File: config.mk
export PLATFORM = sky130hd
export DESIGN_NAME = wo_reg_write_arbiter_flat
export DESIGN_NICKNAME = d
export VERILOG_FILES = /design/src/rtl/wo_reg_write_arbiter_if.sv /design/src/rtl/wo_reg_write_arbiter.sv /design/src/flat_wrapper.sv
export SDC_FILE = /design/constraint.sdc
export NUM_CORES = 1
export LEC_CHECK = 0
export ABC_AREA = 1
export BUFFER_PORTS_ARGS = -buffer_cell sky130_fd_sc_hd__buf_2
export CAP_MARGIN = 10
export CORE_MARGIN = 2
export CORE_UTILIZATION = 25
export CTS_CLUSTER_SIZE = 28
export DETAILED_ROUTE_END_ITERATION = 10
export GPL_TIMING_DRIVEN = 0
export PLACE_DENSITY = 0.55
export SLEW_MARGIN = 20
export SYNTH_ARGS = -nofsm -noshare
export SYNTH_HDL_FRONTEND = slang
export SYNTH_SLANG_ARGS = --single-unit
File: constraint.sdc
create_clock -name Clk -period 2.9 [get_ports Clk]
set_input_delay 0.145 -clock Clk [delete_from_list [all_inputs] [get_ports Clk]]
set_output_delay 0.145 -clock Clk [all_outputs]
set_load 0.01 [all_outputs]
File: src/rtl/wo_reg_write_arbiter_if.sv
// Requester-side and register-side signals of the write-once register arbiter.
interface wo_reg_write_arbiter_if #(
    parameter int unsigned NUM_REQ = 4,
    parameter int unsigned DATA_W  = 16
);
    // Requester bus
    logic [NUM_REQ-1:0]        req;
    logic [NUM_REQ*DATA_W-1:0] req_data;
    logic [NUM_REQ-1:0]        gnt;
    logic [NUM_REQ-1:0]        ack;
    logic [NUM_REQ-1:0]        nack;

    // Register-side pins and status
    logic                      reg_write;
    logic [DATA_W-1:0]         reg_data;
    logic                      locked;
    logic                      busy;

    // Arbiter view
    modport slave (
        input  req,
        input  req_data,
        output gnt,
        output ack,
        output nack,
        output reg_write,
        output reg_data,
        output locked,
        output busy
    );

    // Requester / environment view
    modport master (
        output req,
        output req_data,
        input  gnt,
        input  ack,
        input  nack,
        input  reg_write,
        input  reg_data,
        input  locked,
        input  busy
    );
endinterface

File: src/rtl/wo_reg_write_arbiter.sv
// Round-robin arbiter and one-shot write sequencer in front of a single
// write-once configuration register. Tracks the register lock in a shadow
// bit and refuses every write once the lock has been set.
module wo_reg_write_arbiter #(
    parameter int unsigned NUM_REQ = 4,
    parameter int unsigned DATA_W  = 16
) (
    input  logic                  Clk,
    input  logic                  ip_resetn,
    wo_reg_write_arbiter_if.slave bus
);
    localparam int unsigned IDX_W = (NUM_REQ > 1) ? $clog2(NUM_REQ) : 1;

    typedef enum logic [2:0] {
        S_IDLE    = 3'd0,
        S_WRITE   = 3'd1,
        S_DONE    = 3'd2,
        S_REJECT  = 3'd3,
        S_RELEASE = 3'd4
    } state_t;

    state_t             state;
    logic [IDX_W-1:0]   rr_ptr;
    logic [IDX_W-1:0]   win;
    logic               lock_cap;

    logic [NUM_REQ-1:0] gnt_q;
    logic [NUM_REQ-1:0] ack_q;
    logic [NUM_REQ-1:0] nack_q;
    logic               reg_write_q;
    logic [DATA_W-1:0]  reg_data_q;
    logic               locked_q;
    logic               busy_q;

    // Per-requester view of the flattened data bus
    logic [DATA_W-1:0]  data_arr [NUM_REQ];

    for (genvar g = 0; g < NUM_REQ; g++) begin : g_data
        assign data_arr[g] = bus.req_data[g*DATA_W +: DATA_W];
    end

    // Round-robin search starting at rr_ptr, wrapping past NUM_REQ-1
    logic [IDX_W-1:0]   pick_c;
    logic               found_c;
    logic [IDX_W-1:0]   cand_c;
    int unsigned        idx_c;

    always_comb begin
        pick_c  = '0;
        found_c = 1'b0;
        cand_c  = '0;
        idx_c   = 0;
        for (int unsigned k = 0; k < NUM_REQ; k++) begin
            idx_c = 32'(rr_ptr) + k;
            if (idx_c >= NUM_REQ) begin
                idx_c = idx_c - NUM_REQ;
            end
            cand_c = IDX_W'(idx_c);
            if (!found_c && bus.req[cand_c]) begin
                found_c = 1'b1;
                pick_c  = cand_c;
            end
        end
    end

    // Pointer value that follows the current winner
    logic [IDX_W-1:0]   next_ptr_c;

    always_comb begin
        next_ptr_c = '0;
        if (win != IDX_W'(NUM_REQ - 1)) begin
            next_ptr_c = win + IDX_W'(1);
        end
    end

    // Sequencer state, pointer, lock shadow and all registered outputs
    always_ff @(posedge Clk or negedge ip_resetn) begin
        if (!ip_resetn) begin
            state       <= S_IDLE;
            rr_ptr      <= '0;
            win         <= '0;
            lock_cap    <= 1'b0;
            gnt_q       <= '0;
            ack_q       <= '0;
            nack_q      <= '0;
            reg_write_q <= 1'b0;
            reg_data_q  <= '0;
            locked_q    <= 1'b0;
            busy_q      <= 1'b0;
        end else begin
            // Pulses and the write strobe default low every cycle
            ack_q       <= '0;
            nack_q      <= '0;
            reg_write_q <= 1'b0;
            reg_data_q  <= '0;

            unique case (state)
                S_IDLE: begin
                    lock_cap <= 1'b0;
                    if (found_c) begin
                        win    <= pick_c;
                        busy_q <= 1'b1;
                        if (!locked_q) begin
                            state       <= S_WRITE;
                            gnt_q       <= NUM_REQ'(1) << pick_c;
                            reg_write_q <= 1'b1;
                            reg_data_q  <= data_arr[pick_c];
                        end else begin
                            state  <= S_REJECT;
                            nack_q <= NUM_REQ'(1) << pick_c;
                        end
                    end
                end

                S_WRITE: begin
                    // Lock request is the LSB of what was actually written
                    lock_cap <= reg_data_q[0];
                    ack_q    <= NUM_REQ'(1) << win;
                    state    <= S_DONE;
                end

                S_DONE: begin
                    locked_q <= locked_q | lock_cap;
                    gnt_q    <= '0;
                    rr_ptr   <= next_ptr_c;
                    state    <= S_RELEASE;
                end

                S_REJECT: begin
                    rr_ptr <= next_ptr_c;
                    state  <= S_RELEASE;
                end

                S_RELEASE: begin
                    // Hold off until the served requester lets go
                    if (!bus.req[win]) begin
                        state  <= S_IDLE;
                        busy_q <= 1'b0;
                    end
                end

                default: begin
                    state  <= S_IDLE;
                    gnt_q  <= '0;
                    busy_q <= 1'b0;
                end
            endcase
        end
    end

    assign bus.gnt       = gnt_q;
    assign bus.ack       = ack_q;
    assign bus.nack      = nack_q;
    assign bus.reg_write = reg_write_q;
    assign bus.reg_data  = reg_data_q;
    assign bus.locked    = locked_q;
    assign bus.busy      = busy_q;

`ifndef SYNTHESIS
    // Structural invariants of the sequencer
    a_gnt_onehot : assert property (@(posedge Clk) disable iff (!ip_resetn)
        $onehot0(gnt_q));
    a_resp_onehot : assert property (@(posedge Clk) disable iff (!ip_resetn)
        $onehot0(ack_q | nack_q));
    a_no_write_locked : assert property (@(posedge Clk) disable iff (!ip_resetn)
        reg_write_q |-> !locked_q);
    a_write_only_in_write : assert property (@(posedge Clk) disable iff (!ip_resetn)
        reg_write_q |-> (state == S_WRITE));
`endif

endmodule

File: src/flat_wrapper.sv
// flat-port wrapper written by rule: the top's interface ports become plain ports
module wo_reg_write_arbiter_flat 
#(
    parameter int unsigned NUM_REQ = 4,
    parameter int unsigned DATA_W  = 16
)
  (Clk, ip_resetn, bus_req, bus_req_data, bus_gnt, bus_ack, bus_nack, bus_reg_write, bus_reg_data, bus_locked, bus_busy);
  wo_reg_write_arbiter_if #(.NUM_REQ(NUM_REQ), .DATA_W(DATA_W)) bus_i ();
  input  logic Clk;
  input  logic ip_resetn;
  input wire logic [$bits(bus_i.req)-1:0] bus_req;
  input wire logic [$bits(bus_i.req_data)-1:0] bus_req_data;
  output wire logic [$bits(bus_i.gnt)-1:0] bus_gnt;
  output wire logic [$bits(bus_i.ack)-1:0] bus_ack;
  output wire logic [$bits(bus_i.nack)-1:0] bus_nack;
  output wire logic [$bits(bus_i.reg_write)-1:0] bus_reg_write;
  output wire logic [$bits(bus_i.reg_data)-1:0] bus_reg_data;
  output wire logic [$bits(bus_i.locked)-1:0] bus_locked;
  output wire logic [$bits(bus_i.busy)-1:0] bus_busy;
  assign bus_i.req = bus_req;
  assign bus_i.req_data = bus_req_data;
  assign bus_gnt = bus_i.gnt;
  assign bus_ack = bus_i.ack;
  assign bus_nack = bus_i.nack;
  assign bus_reg_write = bus_i.reg_write;
  assign bus_reg_data = bus_i.reg_data;
  assign bus_locked = bus_i.locked;
  assign bus_busy = bus_i.busy;
  wo_reg_write_arbiter #(.NUM_REQ(NUM_REQ), .DATA_W(DATA_W)) u_core (.Clk(Clk), .ip_resetn(ip_resetn), .bus(bus_i));
endmodule
==> metrics.txt <==
status finished with violations; failing checks negative hold slack; Max Fanout on Critical Path 10; FMAX 0.4724 GHz; min-delay worst type primary input to asynchronous set/reset pin; worst-case hold slack -26.77 ps; reg-to-reg endpoint u_core.bus.reg_data[15]; clk sink count 39; die area 0.01033 mm²; switching share of total power approximately 50%; number of nets with antenna violations after detailed routing 0; final worst-path cycle share approximately 73%; Max IR drop VDD approximately 570 µV; Synth cell types 22; Worst Reg-to-Reg Cells 13; vias in the first global route 2,496; initial antenna violation count 0; max-slew violations 0; CP Launch Type register; diode count 0; Syn. warnings 0; Starting Density around 26%; Num CTS Buffers 5; r2r setup slk 780 ps; crit path time final 2117 ps; GRT Resource Usage Total 14.71%; Worst Clk Skew between 3 and 4 ps; Slew headroom 40.70%; worst skew pair latency approximately 290 ps; hold_buf cts 0; Crit-path slowest cell clkbuf_1; max incr delay on CP 410 ps; H-tree levels 2; Most common cell on crit path nand2_1; global-route wire length before repair 11,910 µm; Flop pwr share approximately a fifth; net switching power 2.010 mW; grt ovf 0; hpwl dp approximately 5700 µm; Die Wd 101.6 µm; Final TNS setup 0 ps; GP Congestion 0.8299; most common cell after layout, fill and taps aside nand2_1; critical path startpoint u_core.rr_ptr[0]; post-cts resize count 0; Leak 1.829 nW; mapped cell area 0.002384 mm²; core area 0.009240 mm²; combinational share of power 65.9%; final worst slack about 780 ps; Gate Count Post-Synth 338; DRC 0; Clock transition at path regs approximately 80 ps; worst path required time 3110 ps; Least-Margin Pin Slew 889.5 ps; Post-CTS Setup Repair Bufs 0; Post-Syn Area per Cell 7.052 µm²; synthesized flop and latch total 39; Seq/Total Area, Yosys 40.94%; final-layout fill cell count 1,028; worst-path cell chain buf_6 -> inv_6 -> nand2_1 -> nand2_1 -> nand2_1 -> nand2_2 -> nor2_4 -> nand3_4 -> clkbuf_1 -> nand4_1 -> nand2_1 -> nand2_1 -> a21oi_1; crit path DAT 2330 ps; Clk network pwr share 13.8%; Critical Path Sink u_core.bus.reg_data[15]; CTS tree yes; root buffer cell clkbuf_8; reg2reg start u_core.rr_ptr[0]; final setup vio count 0; unrepaired setup endpoints after global routing false; Rows 35; vias post-DR ~2,600; DRT iter0 DRCs around 130; largest net degree at the start of global routing 40; CP Class register to register; DRT Pass-1 Iters 4; via density per instance 4.443; Int Power 1.947 mW; io pins 101; Die H ~100 µm; share of layout cells above drive strength 1 30.72%; CP Capture Type register; pwr/cell area about 1200 mW/mm²; Area Growth Syn to Fin 33.33%; drt total wl 7377 µm; Placement Setup Slack between 700 and 800 ps; Avg WL per Cell 12.83 µm; Final Hold Fails 39; commonest non-fill, non-tap cells in the layout nand2_1 (155), buf_2 (108), dfrtp_1 (39); count of max-cap constraint violations 0; fin nets 519; post-synthesis net count 412; Port Buf Inserts 100; clk buf depth 2
[synth_stat cells]
master | count | area share, %
a21oi_1 | 18 | 3.8
nand4_1 | 35 | 9.2
nand3_1 | 10 | 2.1
clkbuf_1 | 2 | 0.32
buf_4 | 5 | 1.6
nand3_4 | 2 | 1.5
inv_6 | 1 | 0.37
buf_2 | 8 | 1.7
buf_6 | 3 | 1.4
nand3_2 | 1 | 0.42
nand2_1 | 155 | 24
nor2_1 | 13 | 2.0
nor2_4 | 1 | 0.47
dfrtp_1 | 39 | 41
inv_2 | 5 | 0.79
inv_1 | 20 | 3.1
o31ai_1 | 1 | 0.32
o21ai_0 | 8 | 1.7
ha_1 | 4 | 2.1
o21ai_1 | 3 | 0.63
o21ai_2 | 1 | 0.37
nand2_2 | 3 | 0.79
[metal layers]
layer  track usage, %  wire length (µm)
met5                0                 0
met4            4.782               106
met3            3.175               424
met2            24.70              3491
met1            18.79              3355
[flip-flops by register name, summed over array words and instances, names as in the netlist]
signal	flops
u_core.state	3
u_core.lock_cap	1
u_core.bus.nack	4
u_core.bus.busy	1
u_core.bus.ack	4
u_core.win	2
u_core.bus.reg_data	16
u_core.bus.gnt	4
u_core.bus.reg_write	1
u_core.rr_ptr	2
u_core.bus.locked	1
[kinds of logic after synthesis]
kind of cell,count (synthesis),share of synthesized area [%]
flip-flops,39,40.95
buffers and inverters,44,9.292
AND/OR/NAND/NOR,220,40.89
AO/OA/AOI/OAI,31,6.772
adder cells (fa/ha/maj),4,2.100
[metrics by stage]
step / power, mW / util [%] / cells / instance area [µm²] / hold WS (ps)
floorplan: 2.729 / - / 338 / 2384 / -150.6
global placement: 3.413 / 32.96 / 567 / 3045 / 338.1
detailed placement: 3.435 / 32.96 / 567 / 3045 / 348.6
CTS: 4.004 / 34.39 / 575 / 3178 / 21.04
global route: 4.406 / 34.39 / 575 / 3178 / 47.34
finish: 3.956 / 34.39 / 575 / 3178 / -26.77
[power groups by stage]
| stage | combinational [mW] | sequential [mW] | clock, mW |
|---|---|---|---|
| after floorplan | 1.88 | 0.853 | 0 |
| after global placement | 2.60 | 0.813 | 0 |
| after detailed placement | 2.62 | 0.817 | 0 |
| after CTS | 2.63 | 0.809 | 0.566 |
| after global routing | 3.00 | 0.827 | 0.580 |
| final | 2.61 | 0.805 | 0.545 |
[worst max-delay path: cells and delay by family (launching register included)]
| kind | cells | cell delay [ps] |
|---|---|---|
| flops | 1 | 380 |
| simple gates | 9 | 850 |
| compound gates | 1 | 150 |
| buf+inv | 3 | 650 |
[area by class of cell]
| class | instances | area (µm²) | share of cell area [%] |
|---|---|---|---|
| Tap cell | 129 | 161.4 | 5.079 |
| Clock buffer | 6 | 72.57 | 2.283 |
| Multi-Input combinational cell | 255 | 1186 | 37.32 |
| Inverter | 26 | 102.6 | 3.228 |
| Timing Repair Buffer | 100 | 500.5 | 15.75 |
| Sequential cell | 39 | 975.9 | 30.71 |
| Buffer | 18 | 118.9 | 3.740 |
| Clock inverter | 2 | 60.06 | 1.890 |
[how the worst min path moves through the flow]
stage / end / cells after the start / from
CTS: u_core.bus.reg_data[15] / 1 / ip_resetn
global route: u_core.bus.reg_data[1] / 1 / ip_resetn
global placement: u_core.bus.reg_data[15] / 1 / ip_resetn
detailed placement: u_core.bus.reg_data[15] / 1 / ip_resetn
floorplan: u_core.bus.ack[0] / 0 / ip_resetn
finish: u_core.bus.reg_data[1] / 1 / ip_resetn
Note: power is estimated with default switching activity, not from simulation.
